`src/rtl/bcd2bin_if.sv`:
```
// Handshake bundle for bcd2bin_seq: input BCD word, output binary result,
// status flags and the 74184-style active-low output enable.
interface bcd2bin_if #(
  parameter int DIGITS = 4,
  parameter int BIN_W  = 14
);
  logic                  g_n;
  logic                  in_valid;
  logic                  in_ready;
  logic [4*DIGITS-1:0]   bcd_in;
  logic                  out_valid;
  logic                  out_ready;
  logic [BIN_W-1:0]      bin_out;
  logic                  err;
  logic                  busy;

  modport master (
    output g_n, in_valid, bcd_in, out_ready,
    input  in_ready, out_valid, bin_out, err, busy
  );

  modport slave (
    input  g_n, in_valid, bcd_in, out_ready,
    output in_ready, out_valid, bin_out, err, busy
  );
endinterface

```
`src/rtl/bcd2bin_seq.sv`:
```
// Iterative BCD-to-binary converter (reverse double-dabble), one shift plus
// per-digit correction per clock, valid/ready on both sides.

module bcd2bin_digit (
  input  logic [3:0] d,
  output logic [3:0] q
);
  assign q = (d >= 4'd8) ? d - 4'd3 : d;
endmodule

module bcd2bin_seq #(
  parameter int DIGITS = 4,
  parameter int BIN_W  = 14
) (
  input  logic      clk,
  input  logic      rst,
  bcd2bin_if.slave  bus
);
  localparam int CNT_W = $clog2(BIN_W + 1);

  typedef enum logic [1:0] {IDLE, SHIFT, DONE} state_t;

  state_t                 state, state_nxt;
  logic [DIGITS-1:0][3:0] bcd_d, scratch, shifted, fixed;
  logic [BIN_W-1:0]       result;
  logic [CNT_W-1:0]       cnt;
  logic                   err_q;
  logic                   illegal;

  assign bcd_d   = bus.bcd_in;
  assign shifted = scratch >> 1;

  // after the shift every digit that reached 8..15 was an odd-half carry: fold it back by 3
  for (genvar i = 0; i < DIGITS; i++) begin : g_dig
    bcd2bin_digit u_dig (.d(shifted[i]), .q(fixed[i]));
  end

  always_comb begin
    illegal = 1'b0;
    for (int i = 0; i < DIGITS; i++)
      if (bcd_d[i] > 4'd9) illegal = 1'b1;
  end

  always_comb begin
    state_nxt     = state;
    bus.in_ready  = 1'b0;
    bus.out_valid = 1'b0;
    bus.busy      = 1'b0;
    case (state)
      IDLE: begin
        bus.in_ready = 1'b1;
        if (bus.in_valid) state_nxt = illegal ? DONE : SHIFT;
      end
      SHIFT: begin
        bus.busy = 1'b1;
        if (cnt == CNT_W'(1)) state_nxt = DONE;
      end
      DONE: begin
        bus.out_valid = 1'b1;
        if (bus.out_ready) state_nxt = IDLE;
      end
      default: state_nxt = IDLE;
    endcase
  end

  always_ff @(posedge clk) begin
    if (rst) begin
      state   <= IDLE;
      scratch <= '0;
      result  <= '0;
      cnt     <= '0;
      err_q   <= 1'b0;
    end else begin
      state <= state_nxt;
      case (state)
        IDLE: if (bus.in_valid) begin
          result <= '0;
          err_q  <= illegal;
          if (!illegal) begin
            scratch <= bcd_d;
            cnt     <= CNT_W'(BIN_W);
          end
        end
        SHIFT: begin
          scratch <= fixed;
          result  <= {scratch[0][0], result[BIN_W-1:1]};
          cnt     <= cnt - CNT_W'(1);
        end
        default: ;
      endcase
    end
  end

  assign bus.bin_out = bus.g_n ? '1 : result;
  assign bus.err     = err_q;
endmodule

```
`src/flat_wrapper.sv`:
```
// flat-port wrapper written by rule: the top's interface ports become plain ports
module bcd2bin_seq_flat 
#(
  parameter int DIGITS = 4,
  parameter int BIN_W  = 14
)
  (clk, rst, bus_g_n, bus_in_valid, bus_bcd_in, bus_out_ready, bus_in_ready, bus_out_valid, bus_bin_out, bus_err, bus_busy);
  bcd2bin_if #(.DIGITS(DIGITS), .BIN_W(BIN_W)) bus_i ();
  input  logic clk;
  input  logic rst;
  input wire logic [$bits(bus_i.g_n)-1:0] bus_g_n;
  input wire logic [$bits(bus_i.in_valid)-1:0] bus_in_valid;
  input wire logic [$bits(bus_i.bcd_in)-1:0] bus_bcd_in;
  input wire logic [$bits(bus_i.out_ready)-1:0] bus_out_ready;
  output wire logic [$bits(bus_i.in_ready)-1:0] bus_in_ready;
  output wire logic [$bits(bus_i.out_valid)-1:0] bus_out_valid;
  output wire logic [$bits(bus_i.bin_out)-1:0] bus_bin_out;
  output wire logic [$bits(bus_i.err)-1:0] bus_err;
  output wire logic [$bits(bus_i.busy)-1:0] bus_busy;
  assign bus_i.g_n = bus_g_n;
  assign bus_i.in_valid = bus_in_valid;
  assign bus_i.bcd_in = bus_bcd_in;
  assign bus_i.out_ready = bus_out_ready;
  assign bus_in_ready = bus_i.in_ready;
  assign bus_out_valid = bus_i.out_valid;
  assign bus_bin_out = bus_i.bin_out;
  assign bus_err = bus_i.err;
  assign bus_busy = bus_i.busy;
  bcd2bin_seq #(.DIGITS(DIGITS), .BIN_W(BIN_W)) u_core (.clk(clk), .rst(rst), .bus(bus_i));
endmodule
```
`config.mk`:
```
export PLATFORM = sky130hd
export DESIGN_NAME = bcd2bin_seq_flat
export DESIGN_NICKNAME = d
export VERILOG_FILES = /design/src/rtl/bcd2bin_if.sv /design/src/rtl/bcd2bin_seq.sv /design/src/flat_wrapper.sv
export SDC_FILE = /design/constraint.sdc
export NUM_CORES = 1
export LEC_CHECK = 0
export BUFFER_PORTS_ARGS = -buffer_cell sky130_fd_sc_hd__buf_4
export CAP_MARGIN = 10
export CORE_MARGIN = 2
export CORE_UTILIZATION = 35
export CTS_CLUSTER_SIZE = 14
export DETAILED_ROUTE_END_ITERATION = 16
export REMOVE_ABC_BUFFERS = 1
export SLEW_MARGIN = 40
export SYNTH_ARGS = -nofsm -noshare
export SYNTH_HDL_FRONTEND = slang
export SYNTH_SLANG_ARGS = --single-unit
export TNS_END_PERCENT = 100
```
`constraint.sdc`:
```
create_clock -name clk -period 1.5 [get_ports clk]
set_input_delay 0.075 -clock clk [delete_from_list [all_inputs] [get_ports clk]]
set_output_delay 0.075 -clock clk [all_outputs]
set_load 0.01 [all_outputs]
```
==> flow_summary_export.csv, run 1 <==
group,metric,value,unit
power_and_ir_drop,power_frac_comb,0.181,
power_and_ir_drop,seq_power_share,0.506,
detailed_routing,wl_per_cell,12.6,um
detailed_routing,detail_route.wirelength,4.15,mm
finish,multi_input_area,0.00105,mm^2
logic_synthesis,async_flop_share,0,
power_and_ir_drop,p_per_area,896,mW/mm^2
die,die_y,78.0,um
finish,final_cell_area,0.00236,mm^2
worst_setup_path,arrival,1280,ps
placed_design,io_buffer_count,38,
logic_synthesis,seq_area_frac_synth,0.386,
placed_design,hpwl,3.00,mm
worst_setup_path,cp-start-kind,"register",
timing,timing.hold.ws,46.4,ps
detailed_routing,drcViolationCount,0,
finish,register_area,741,um^2
logic_synthesis,synth-simple-area-share,0.233,
cts,cts_resized,0,
global_routing,grt_pass1_wl,7.18,mm
die,initial_core_util,0.368,
min_path,hp-start,"bus_bcd_in[15]",
cts,htreeDepth,2,
outcome,status,"complete, no violations",
power_and_ir_drop,cell_internal_pwr,1.53,mW
timing,rsz0062_at_grt,"false",
logic_synthesis,muxShareOfSynthArea,0.0157,
cts,cts_sinks,37,
logic_synthesis,synth_top_family_by_area,"simple AND/OR/NAND/NOR gates",
finish,nets,287,
cts,postCtsSetupRepairBufs,0,
timing,finalSetupTns,0,ps
detailed_routing,vias_per_cell,4.92,
die,ios,39,
detailed_routing,ant_nets,0,
detailed_routing,dr_total_vias,1618,
logic_synthesis,synthCells,219,
worst_setup_path,r2r_cells,6,
logic_synthesis,ys.flop_type,"dfxtp_1",
cts,ctsHoldBuffers,0,
cts,clk_pin_slew,70,ps
finish,drive_above_1_share,0.320,
timing,setup_ws,145,ps
timing,relSlewSlack,0.711,
cts,cts_max_path_buffers,2,
die,dieWidth,78.0,um
power_and_ir_drop,finalPower,2.11,mW
timing,max_freq,738,MHz
worst_setup_path,rrSetupSlack,190,ps
power_and_ir_drop,p_leak,0.951,nW
global_routing,grt_max_degree,38,
placed_design,place_area,0.00228,mm^2
timing,skew,2.97,ps
logic_synthesis,ys_types,35,
logic_synthesis,synthXorXnorAreaFrac,0.0366,
logic_synthesis,synth_edf_count,0,
worst_setup_path,required,1420,ps
timing,maxSlewViolCount,0,
logic_synthesis,yosysWarnings,0,
timing,final.period_utilization,0.903,
logic_synthesis,syn_area,0.00192,mm^2
min_path,hold_path.class,"primary input to register",
logic_synthesis,synth-compound-area-share,0.208,
detailed_routing,drtPass1Iterations,4,
die,die_area,0.00608,mm^2
timing,worst_pin_slew,433,ps
worst_setup_path,path_class,"register to primary output",
global_routing,grt.total_usage,0.147,
power_and_ir_drop,irDropWorstVdd,0.312,mV
finish,area_growth,23.1,%
logic_synthesis,ys_ff_latch,37,
min_path,min_path_cells,3,
logic_synthesis,avgSynthCellArea,8.75,um^2
cts,cts_buffers,5,
die,rows,26,
cts,insertion_delay,280,ps
die,core_area,0.00520,mm^2
timing,setup_violations,0,
timing,hold_violations,0,
finish,fillerInstances,556,
placed_design,gp_congestion,0.742,
finish,diodes,0,
power_and_ir_drop,netSwitchingFraction,0.274,
power_and_ir_drop,netSwitchingPower,579,uW
worst_setup_path,crit_path_end_kind,"primary output",
worst_setup_path,crit_fanout,23,
logic_synthesis,yosys.area_share.adder,0.0522,
power_and_ir_drop,power_frac_clock,0.313,
cts,cts_tree,"built",
global_routing,grt_antenna_before_repair,0,
detailed_routing,drt_iter0_drc,85,
worst_setup_path,timing.rr.start,"u_core.state[0]",
cts,cts_root_buffer,"clkbuf_8",
global_routing,grt_pass1_vias,1570,
timing,fin_crit,1350,ps
placed_design,place_ws,146,ps
worst_setup_path,startpoint,"u_core.state[0]",
run,maxCapViolCount,0,
global_routing,grt_overflow,0,
-- logic make-up after synthesis --
family / count (synthesis)
fa+ha+maj: 8
buf+inv: 25
flops: 37
compound gates: 54
simple gates: 84
xor+xnor: 8
mux: 3
-- layout make-up --
cell class / count / share of cell area
flip-flops and latches: 37 / 0.314
clock buffers: 6 / 0.0308
inverters: 10 / 0.0159
multi-input cells: 157 / 0.443
clock inverters: 2 / 0.00424
repair buffers: 47 / 0.155
well taps: 70 / 0.0371
-- flip-flops by register name, indices dropped and copies added (netlist names) --
| register | count |
|---|---|
| u_core.cnt | 4 |
| u_core.result | 14 |
| u_core.bus.err | 1 |
| u_core.state | 2 |
| u_core.scratch | 16 |
-- critical path, cell delays in order, from the launching register on --
cell and delay [ps]:
dfxtp_1 460, nand2b_2 120, inv_2 110, buf_12 170, buf_4 130
-- cell usage after synthesis, types with 3 or more instances --
library cell	instances	area share
o21ai_2	5	0.023
xor2_1	4	0.018
nand3_1	6	0.016
ha_1	8	0.052
mux2i_1	3	0.016
clkbuf_1	6	0.012
a211oi_1	3	0.012
nand2_1	16	0.031
dfxtp_1	37	0.39
a31oi_1	3	0.0098
a21oi_1	11	0.029
a22oi_1	18	0.070
buf_6	3	0.018
o211ai_1	9	0.035
inv_1	9	0.018
nor2b_1	5	0.016
or2_2	14	0.046
xnor2_1	4	0.018
buf_4	3	0.012
nor2_1	32	0.063
-- metrics by stage --
stage	utilization	instances
floorplan	-	204
global placement	0.438	321
detailed placement	0.438	321
CTS	0.453	329
global route	0.453	329
finish	0.453	329
-- final timing paths --
| kind | endpoint |
|---|---|
| hold / removal | u_core.scratch[15] |
| hold reg to reg | u_core.scratch[14] |
| setup / recovery | bus_busy |
| setup reg to reg | u_core.cnt[2] |
-- layout by cell type (no fill, tap or decap), types with 3 or more instances in the layout --
master    Yosys  final
or2_2        14     14
a31oi_1       3      3
inv_1         9      9
a21oi_1      11     11
nor2_1       32     32
xnor2_1       4      4
nand3_1       6      6
dfxtp_1      37     37
nor2b_1       5      5
xor2_1        4      4
mux2i_1       3      3
o21ai_2       5      5
clkbuf_8      0      5
o211ai_1      9      9
a211oi_1      3      3
buf_4         3     46
a22oi_1      18     18
nand2_1      16     16
ha_1          8      8
-- power by group through the flow --
stage               Combinational, mW  Clock, mW  Sequential, mW
floorplan                       0.210          0            1.08
global placement                0.383          0            1.09
detailed placement              0.384          0            1.09
CTS                             0.385      0.697            1.07
global route                    0.425      0.739            1.08
finish                          0.382      0.662            1.07
-- metal layers --
layer / global-route usage / wire length (um) / part of all wire
met1: 0.192 / 2010 / 0.48
met2: 0.236 / 1960 / 0.47
met3: 0.0395 / 119 / 0.029
met4: 0.0474 / 63 / 0.015
met5: 0 / 0 / 0
Power figures use the tool's default switching activity.
==> inputs of run 2 (changes only) <==
RECOVER_POWER = 50   (was unset)
==> run 2 against run 1 <==
Compared with the run above: global-route usage stayed put; die area did not move; sequential share of layout area increased by 0.96 points; design area shrank 3.0%; count of clock-buffer cells in the layout unchanged; routed wire length grew 0.77%; non-clock buffer count stayed put; sequential cell count unchanged; highest routed layer unchanged; largest power group unchanged; via count is 0.93% higher; maximum frequency decreased by 0.10%; first-iteration DRC count is 18% lower; critical path type unchanged.
==> flow_summary_export.csv, run 2 (synthesized netlist as in run 1, its figures left out) <==
group,metric,value,unit
placed_design,hpwl,3.00,mm
finish,fin_util,0.440,
timing,timing.hold.ws,45.9,ps
worst_setup_path,slowest_stage,"dfxtp_1",
detailed_routing,vias_per_cell,4.96,
finish,fillerInstances,574,
timing,maxSlewViolCount,0,
detailed_routing,wl_met3,141,um
worst_setup_path,r2r_end,"u_core.state[1]",
cts,ctsHoldBuffers,0,
placed_design,io_buffer_count,38,
finish,stdcell_count,329,
timing,final.period_utilization,0.904,
timing,setup_ws,144,ps
run,maxCapViolCount,0,
cts,cts_root_buffer,"clkbuf_8",
cts,htreeDepth,2,
worst_setup_path,critPathMaxStageDelay,460,ps
die,dieWidth,78.0,um
worst_setup_path,crit_fanout,23,
detailed_routing,drtPass1Iterations,4,
placed_design,dp.cells,321,
die,die_area,0.00608,mm^2
die,rows,26,
worst_setup_path,r2r_cells,5,
timing,hold_violations,0,
die,die_y,78.0,um
worst_setup_path,required,1420,ps
detailed_routing,ant_nets,0,
cts,insertion_delay,290,ps
min_path,hp-start,"bus_bcd_in[15]",
finish,mostFrequentLayoutCell,"dfxtp_1",
timing,relSlewSlack,0.710,
power_and_ir_drop,p_leak,0.884,nW
die,initial_core_util,0.368,
timing,max_freq,737,MHz
power_and_ir_drop,irDropWorstVdd,0.309,mV
timing,rsz0062_at_grt,"false",
timing,setup_violations,0,
finish,largest_reg_flops,16,
detailed_routing,met2_length,1.96,mm
die,ios,39,
worst_setup_path,timing.rr.start,"u_core.state[1]",
detailed_routing,m1WireLength,2.02,mm
finish,reg.largest.list,"u_core.scratch x16, u_core.result x14, u_core.cnt x4",
die,core_area,0.00520,mm^2
cts,cts_sinks,37,
global_routing,grt_pass1_vias,1570,
cts,cts_max_path_buffers,2,
worst_setup_path,path_cells,"nand2b_2, inv_2, buf_12, buf_4",
power_and_ir_drop,p_per_area,912,mW/mm^2
finish,final_cell_area,0.00229,mm^2
placed_design,gp_congestion,0.742,
global_routing,grt_overflow,0,
cts,clk_pin_slew,70,ps
finish,drive_above_1_share,0.251,
min_path,hold_path.class,"primary input to register",
detailed_routing,dr_total_vias,1633,
placed_design,place_area,0.00228,mm^2
placed_design,place_ws,146,ps
global_routing,grt_max_degree,38,
detailed_routing,drt_iter0_drc,70,
timing,skew,4.18,ps
outcome,status,"complete, no violations",
detailed_routing,top_layer,"met4",
global_routing,grt.total_usage,0.147,
finish,area_growth,19.5,%
worst_setup_path,rrSetupSlack,180,ps
worst_setup_path,arrival,1280,ps
cts,cts_tree,"built",
finish,final_cell_mix,"dfxtp_1 (37), nor2_1 (32), buf_4 (27)",
timing,finalSetupTns,0,ps
detailed_routing,detail_route.wirelength,4.18,mm
detailed_routing,drcViolationCount,0,
worst_setup_path,cp-start-kind,"register",
finish,nets,287,
min_path,worstHoldEndpoint,"u_core.scratch[15]",
min_path,min_path_cells,3,
worst_setup_path,crit_path_end_kind,"primary output",
finish,regMostFlops,"u_core.scratch",
power_and_ir_drop,finalPower,2.09,mW
finish,diodes,0,
timing,worst_pin_slew,434,ps
global_routing,grt_antenna_before_repair,0,
worst_setup_path,path_class,"register to primary output",
detailed_routing,wl_per_cell,12.7,um
cts,cts_buffers,5,
timing,fin_crit,1360,ps
global_routing,grt_pass1_wl,7.18,mm
run 2: final cells by class:
type / instances / area [um^2] / share of cell area
inverters: 10 / 37.5 / 0.0164
clock inverters: 2 / 10.0 / 0.00437
multi-input cells: 157 / 1050 / 0.457
repair buffers: 47 / 295 / 0.129
flip-flops and latches: 37 / 741 / 0.323
well taps: 70 / 87.6 / 0.0383
clock buffers: 6 / 72.6 / 0.0317
run 2: worst max path at each step:
stage	start	to	slack, ps	cells past startpoint
global placement	bus_bcd_in[14]	u_core.scratch[2]	150	7
finish	u_core.state[0]	bus_busy	140	4
floorplan	u_core.state[1]	u_core.scratch[0]	-230	5
CTS	u_core.state[0]	bus_busy	130	4
global route	u_core.state[1]	u_core.scratch[3]	20	4
detailed placement	bus_bcd_in[14]	u_core.scratch[10]	150	7
run 2: timing repair:
action / in CTS / in global routing
endpoints found under the setup margin: 0 / 1
resized for setup: 0 / 0
setup buffers: 0 / 0
endpoints found under the hold margin: 0 / 0
run 2: power by group:
part | switching (mW) | leakage (nW) | internal [mW]
registers | 0.0458 | 0.300 | 1.02
clock network | 0.339 | 0.0450 | 0.322
logic | 0.193 | 0.538 | 0.163
total | 0.578 | 0.884 | 1.51
run 2: critical path, delay by kind of cell, from the launching register on:
family | cells | cell delay (ps)
flops | 1 | 460
buf+inv | 3 | 410
simple gates | 1 | 110
run 2: routing by layer:
| layer | track usage | vias up |
|---|---|---|
| met5 | 0 | - |
| met4 | 0.0474 | 0 |
| met3 | 0.0395 | 5 |
| met2 | 0.236 | 28 |
| met1 | 0.192 | 760 |
| li1 | - | 840 |
